**src/rtl/uart_pkg.sv**
```systemverilog
// uart_pkg: state encoding and defaults shared by the UART transmitter blocks.
// The UART_ADDR decode constant lives in 99_define.vh, not here.
package uart_pkg;

  localparam int unsigned UART_DEFAULT_CLKS_PER_BIT = 868;
  localparam int unsigned UART_DATA_W               = 8;

  typedef enum logic [2:0] {
    IDLE   = 3'd0,
    START  = 3'd1,
    DATA   = 3'd2,
    PARITY = 3'd3,
    STOP   = 3'd4
  } uart_state_e;

endpackage

```
**src/rtl/sync_fifo.sv**
```systemverilog
// sync_fifo: single-clock FIFO with occupancy counter and sticky drop flag.
// Writes while full are accepted only if a pop happens in the same cycle.
module sync_fifo #(
  parameter int unsigned WIDTH = 8,
  parameter int unsigned DEPTH = 16
) (
  input  logic                     clk,
  input  logic                     rst_n,
  input  logic                     wr,
  input  logic [WIDTH-1:0]         wr_data,
  input  logic                     rd,
  output logic [WIDTH-1:0]         rd_data_c,
  output logic                     full,
  output logic                     empty,
  output logic [$clog2(DEPTH):0]   count,
  output logic [$clog2(DEPTH):0]   count_nxt_c,
  output logic                     overflow
);

  localparam int unsigned PTR_W = $clog2(DEPTH);
  localparam int unsigned CNT_W = PTR_W + 1;

  logic [WIDTH-1:0] mem [DEPTH];
  logic [PTR_W-1:0] wr_ptr;
  logic [PTR_W-1:0] rd_ptr;
  logic             wr_ok;
  logic             rd_ok;

  // A pop never happens on an empty FIFO; a full FIFO still accepts a write alongside a pop.
  assign rd_ok     = rd & ~empty;
  assign wr_ok     = wr & (~full | rd_ok);
  assign rd_data_c = mem[rd_ptr];

  // Next occupancy: simultaneous push and pop cancel out.
  always_comb begin
    count_nxt_c = count;
    if (wr_ok && !rd_ok) begin
      count_nxt_c = count + CNT_W'(1);
    end else if (rd_ok && !wr_ok) begin
      count_nxt_c = count - CNT_W'(1);
    end
  end

  // Storage array, written only on an accepted push.
  always_ff @(posedge clk) begin
    if (wr_ok) begin
      mem[wr_ptr] <= wr_data;
    end
  end

  // Pointers, occupancy, flags; reset discards all contents.
  always_ff @(posedge clk or negedge rst_n) begin
    if (!rst_n) begin
      wr_ptr   <= '0;
      rd_ptr   <= '0;
      count    <= '0;
      full     <= 1'b0;
      empty    <= 1'b1;
      overflow <= 1'b0;
    end else begin
      if (wr_ok) begin
        wr_ptr <= wr_ptr + PTR_W'(1);
      end
      if (rd_ok) begin
        rd_ptr <= rd_ptr + PTR_W'(1);
      end
      count <= count_nxt_c;
      full  <= (count_nxt_c == CNT_W'(DEPTH));
      empty <= (count_nxt_c == '0);
      if (wr && !wr_ok) begin
        overflow <= 1'b1;
      end
    end
  end

endmodule

```
**src/rtl/uart_tx_fifo.sv**
```systemverilog
// uart_tx_fifo: buffered UART transmitter fed by CPU stores.
// Bytes queue in sync_fifo and leave as 8N1 frames, or 8E1 when
// UART_TX_PARITY_EN is defined.
module uart_tx_fifo
  import uart_pkg::*;
#(
  parameter int unsigned CLKS_PER_BIT = UART_DEFAULT_CLKS_PER_BIT,
  parameter int unsigned DEPTH        = 16
) (
  input  logic                   sys_clk_i,
  input  logic                   sys_rstn_i,
  input  logic                   uart_wr_i,
  input  logic [7:0]             uart_dat_i,
  output logic                   uart_tx,
  output logic                   full_o,
  output logic                   busy_o,
  output logic [$clog2(DEPTH):0] count_o,
  output logic                   overflow_o
);

  localparam int unsigned BAUD_W = $clog2(CLKS_PER_BIT);
  localparam int unsigned CNT_W  = $clog2(DEPTH) + 1;

  uart_state_e       state_q;
  uart_state_e       state_d;
  logic [BAUD_W-1:0] baud_q;
  logic [BAUD_W-1:0] baud_d;
  logic [2:0]        bit_q;
  logic [2:0]        bit_d;
  logic [7:0]        shift_q;
  logic [7:0]        shift_d;
`ifdef UART_TX_PARITY_EN
  logic              parity_q;
  logic              parity_d;
`endif
  logic              tx_d;
  logic              busy_d;
  logic              pop_c;
  logic              bit_end_c;
  logic              fifo_empty;
  logic [7:0]        fifo_dout_c;
  logic [CNT_W-1:0]  fifo_count_nxt_c;

  // Byte queue between the store path and the serializer.
  sync_fifo #(
    .WIDTH (UART_DATA_W),
    .DEPTH (DEPTH)
  ) u_fifo (
    .clk         (sys_clk_i),
    .rst_n       (sys_rstn_i),
    .wr          (uart_wr_i),
    .wr_data     (uart_dat_i),
    .rd          (pop_c),
    .rd_data_c   (fifo_dout_c),
    .full        (full_o),
    .empty       (fifo_empty),
    .count       (count_o),
    .count_nxt_c (fifo_count_nxt_c),
    .overflow    (overflow_o)
  );

  // Next-state, baud/bit counters, pop request and next line level.
  always_comb begin
    state_d   = state_q;
    baud_d    = baud_q + BAUD_W'(1);
    bit_d     = bit_q;
    shift_d   = shift_q;
`ifdef UART_TX_PARITY_EN
    parity_d  = parity_q;
`endif
    pop_c     = 1'b0;
    bit_end_c = (baud_q == BAUD_W'(CLKS_PER_BIT - 1));
    tx_d      = 1'b1;
    busy_d    = 1'b0;

    case (state_q)
      IDLE: begin
        baud_d = '0;
        if (!fifo_empty) begin
          pop_c    = 1'b1;
          shift_d  = fifo_dout_c;
`ifdef UART_TX_PARITY_EN
          parity_d = ^fifo_dout_c;
`endif
          state_d  = START;
        end
      end
      START: begin
        if (bit_end_c) begin
          baud_d  = '0;
          bit_d   = '0;
          state_d = DATA;
        end
      end
      DATA: begin
        if (bit_end_c) begin
          baud_d = '0;
          if (bit_q == 3'd7) begin
`ifdef UART_TX_PARITY_EN
            state_d = PARITY;
`else
            state_d = STOP;
`endif
          end else begin
            bit_d   = bit_q + 3'd1;
            shift_d = {1'b0, shift_q[7:1]};
          end
        end
      end
`ifdef UART_TX_PARITY_EN
      PARITY: begin
        if (bit_end_c) begin
          baud_d  = '0;
          state_d = STOP;
        end
      end
`endif
      STOP: begin
        if (bit_end_c) begin
          baud_d = '0;
          // Chain straight into the next frame when a byte is waiting.
          if (!fifo_empty) begin
            pop_c    = 1'b1;
            shift_d  = fifo_dout_c;
`ifdef UART_TX_PARITY_EN
            parity_d = ^fifo_dout_c;
`endif
            state_d  = START;
          end else begin
            state_d = IDLE;
          end
        end
      end
      default: begin
        baud_d  = '0;
        state_d = IDLE;
      end
    endcase

    // Line level registered from the state being entered.
    case (state_d)
      START:   tx_d = 1'b0;
      DATA:    tx_d = shift_d[0];
`ifdef UART_TX_PARITY_EN
      PARITY:  tx_d = parity_d;
`endif
      default: tx_d = 1'b1;
    endcase

    busy_d = (state_d != IDLE) || (fifo_count_nxt_c != '0);
  end

  // Serializer state and registered outputs; reset forces the line high at once.
  always_ff @(posedge sys_clk_i or negedge sys_rstn_i) begin
    if (!sys_rstn_i) begin
      state_q  <= IDLE;
      baud_q   <= '0;
      bit_q    <= '0;
      shift_q  <= '0;
`ifdef UART_TX_PARITY_EN
      parity_q <= 1'b0;
`endif
      uart_tx  <= 1'b1;
      busy_o   <= 1'b0;
    end else begin
      state_q  <= state_d;
      baud_q   <= baud_d;
      bit_q    <= bit_d;
      shift_q  <= shift_d;
`ifdef UART_TX_PARITY_EN
      parity_q <= parity_d;
`endif
      uart_tx  <= tx_d;
      busy_o   <= busy_d;
    end
  end

endmodule

```
**config.mk**
```make
export PLATFORM = sky130hd
export DESIGN_NAME = uart_tx_fifo
export DESIGN_NICKNAME = d
export VERILOG_FILES = /design/src/rtl/uart_pkg.sv /design/src/rtl/sync_fifo.sv /design/src/rtl/uart_tx_fifo.sv
export SDC_FILE = /design/constraint.sdc
export NUM_CORES = 1
export LEC_CHECK = 0
export CAP_MARGIN = 15
export CORE_MARGIN = 3
export CORE_UTILIZATION = 46
export CTS_CLUSTER_SIZE = 14
export DETAILED_ROUTE_END_ITERATION = 12
export GPL_ROUTABILITY_DRIVEN = 0
export PLACE_DENSITY = 0.7
export SYNTH_ARGS = -nofsm -noshare
export SYNTH_HDL_FRONTEND = slang
export SYNTH_SLANG_ARGS = --single-unit
```
**constraint.sdc**
```tcl
create_clock -name sys_clk_i -period 3.4 [get_ports sys_clk_i]
set_input_delay 0.34 -clock sys_clk_i [delete_from_list [all_inputs] [get_ports sys_clk_i]]
set_output_delay 0.34 -clock sys_clk_i [all_outputs]
set_load 0.005 [all_outputs]
```
==> results of run 1 <==
flip-flops by register name, summed over array words and instances (netlist names), 3 cells and up:
register	count
state_q	3
u_fifo.count	5
bit_q	3
u_fifo.wr_ptr	4
shift_q	8
u_fifo.rd_ptr	4
u_fifo.mem	128
baud_q	10
final cells by class:
cell class                      count  area (um^2)
Sequential cell                   170         4900
Tap cell                          184          230
Fill cell                        1181         6710
Timing Repair Buffer               42          370
Clock buffer                       20          437
Clock inverter                      9         55.1
Multi-Input combinational cell    233         2070
Inverter                            9         33.8
logic make-up (layout without fill, tap and decap cells):
logic type,Yosys count,after routing,synth area share [%]
AOI/OAI and AO/OA,61,61,6.13
xor gates and xnor gates,19,19,2.35
adders and majority gates,10,10,1.77
buffers and inverters,30,80,1.64
DFF,170,170,69.1
muxes,44,44,11.9
and+or+nand+nor,99,99,7.08
worst max-delay path, delay by kind of cell (launching register included):
family / cells / cell delay (ps)
buf+inv: 3 / 640
simple gates: 4 / 980
fa+ha+maj: 1 / 210
compound gates: 2 / 560
flops: 1 / 380
layer usage:
| layer | GRT usage, % | up-vias | wire, um |
|---|---|---|---|
| li1 | - | 1765 | - |
| met1 | 24.1 | 1991 | 6060 |
| met2 | 27.3 | 105 | 6720 |
| met3 | 4.79 | 12 | 724 |
| met4 | 4.83 | 0 | 146 |
| met5 | 0 | - | 0 |
power groups by stage:
stage / Combinational (mW) / Sequential (mW) / Clock [mW]
finish: 1.63 / 2.93 / 1.65
global route: 1.78 / 2.98 / 1.77
CTS: 1.64 / 2.93 / 1.67
detailed placement: 1.63 / 2.96 / 0
global placement: 1.61 / 2.95 / 0
floorplan: 1.27 / 2.74 / 0
path summary, 6_finish.rpt:
check,endpoint,slack [ps],depth (start not counted)
max in group asynchronous,u_fifo.rd_ptr[0],2690,1
min in group sys_clk_i,u_fifo.overflow,470,1
worst min-delay path,u_fifo.count[1],70,1
worst max register to register,u_fifo.mem[6][4],330,10
worst min register to register,u_fifo.overflow,470,1
worst max-delay path,u_fifo.mem[6][4],330,10
stage by stage:
stage / area, um^2 / power, mW / util (%)
final: 8100 / 6.20 / 54.7
after global routing: 8100 / 6.52 / 54.7
after CTS: 8100 / 6.25 / 54.7
after detailed placement: 7610 / 4.60 / 51.4
after global placement: 7610 / 4.55 / 51.4
after floorplan: 7090 / 4.01 / -
cells in the final DEF, fill, tap and decap left out, types with 4 or more instances in the layout:
master / instances
nand2_1: 17
a211oi_1: 12
mux2_2: 4
nor3_1: 9
clkdlybuf4s50_1: 18
nand3_1: 5
dfrtp_1: 39
or3_1: 4
inv_1: 9
clkbuf_16: 17
mux2i_1: 8
xor2_1: 6
clkinvlp_4: 5
xnor2_1: 13
o21ai_0: 12
mux4_2: 32
nand4_1: 5
a221o_1: 6
buf_4: 22
nor2_1: 34
edfxtp_1: 128
a21oi_1: 12
ha_1: 10
nor2b_1: 9
==> impl_results.md, run 1 <==
* Mapped cell area at approximately 7100 um^2
* Pre-CTS setup slack at between 300 and 400 ps
* CP Data Arrival Time at around 3200 ps
* Count of flip-flops with a built-in enable after synthesis at between 100 and 150
* Clock root cell: clkbuf_16
* Starting density of the core at a little under half
* Largest net degree at the start of global routing at 43
* Number of port buffers at 19
* Max_slew headroom at 37.3%
* Final setup margin at 335 ps
* P_int at about 4.3 mW
* Hold WC Path Type: input port to async pin
* Reg2reg start: baud_q[0]
* Ranking of synthesized cells by area: edfxtp_1, dfrtp_1, mux4_2, nor2_1, ha_1
* Worst-path cell chain: ha_1 > or3b_4 > o31ai_4 > nand2_2 > buf_4 > a21boi_1 > buf_4 > nand2_1 > nor2_1 > buf_4
* CTS Buf Count at 17
* Final Hold Fails at 0
* Max clock buf depth at 2
* DRT antenna net count at 0
* Cts hold-fix bufs at 0
* Synth Flop Type: edfxtp_1
* Post CTS Setup Buffer Count at 0
* Die Wd at 130 um
* Commonest cells in the netlist: edfxtp_1, dfrtp_1, nor2_1
* Type of origin of the critical path: flip-flop
* Maximum net fanout on the critical path at 11
* Vias at between 3,000 and 4,000
* Slew Limit Fails at 0
* Max incr delay on CP at around 420 ps
* Die area at 16,900 um^2
* Ys async rst share at 24.7%
* Row cnt at 44
* Max Clock Freq at between 300 and 400 MHz
* Pleak at 2.79 nW
* Worst EP required at between 3000 and 4000 ps
* Post-DP HPWL at between 8 and 9 mm
* Setup TNS at 0 ps
* RSZ-0062 raised after global routing: false
* Post-layout min period at between 3000 and 4000 ps
* Final Setup Violations at 0
* Crit path from: baud_q[0]
* Placed instance count at approximately 640
* Clock transition at path regs at approximately 60 ps
* Share of cells above drive strength 1 at about a fifth
* Nets at 494
* DR WL/cell at 20.5 um
* Sw Ratio at 29.9%
* Total routed wirelength at ~14 mm
* Flop pwr share at a little under half
* Crit path top cell by count: buf_4
* Worst slew pin tran at about 940 ps
* Final Cycle Share at ~90%
* Top-count cell post-synth: edfxtp_1
* Clock sink total at 170
* Setup CP Type: flip-flop to flip-flop
* P_sw at 1.85 mW
* Mapped Nets at around 450
* Flops & latches, synth at between 150 and 200
* CTS tree: yes
* Drt via density at around 5.8
* CTS H-Tree Depth at 4
* Max Cap Violations at 0
* PwrDens at around 770 nW/um^2
* Total GRT Usage at 17.4%
* DR DRC count at 0
* DRT iter0 DRCs at 368
* Cell variety after synth at 52
* Vias in the first global route at a little under 4,000
* Combinational share of power at between 20% and 30%
* Synth Warn # at 0
* Grt total ovfl at 0
* Core area at ~15,000 um^2
* Gate Count Post-Synth at 433
* Final Skew at between 7 and 8 ps
* TritonRoute pass-1 iters at 6
* Worst vdd ir at 0.000743 V
* Clock Power Share at a little over a quarter
* Status: finished, final reports clean
* Hold slack at 71.4 ps
* Post-synth top area share at 54.2%
* Setup crit end kind: flip-flop
* CP max stage cell: or3b_4
* Initial antenna violation count at 0
* IO Pins at 20
* Leading area contributor after synthesis: edfxtp_1
* Worst skew pair latency at approximately 420 ps
* First-pass GRT wire length at 21.6 mm
* Area growth syn-to-layout at 14.3%
* Chip Height at roughly 130 um
* Resize count post-CTS at 0
* # diodes at 0
* Sequential share of the synthesized area at between 60% and 70%
* Mean post-synth cell area at around 16 um^2
* Non-Filler Instances at ~670
(Power assumes the default switching activity.)
==> run 2: changes to the inputs <==
ABC_CLOCK_PERIOD_IN_PS = 3400   (was unset)
SKIP_LAST_GASP = 1   (was unset)
==> results of run 2 <==
The final DEF is identical to that of run 1; final timing and power are the same.
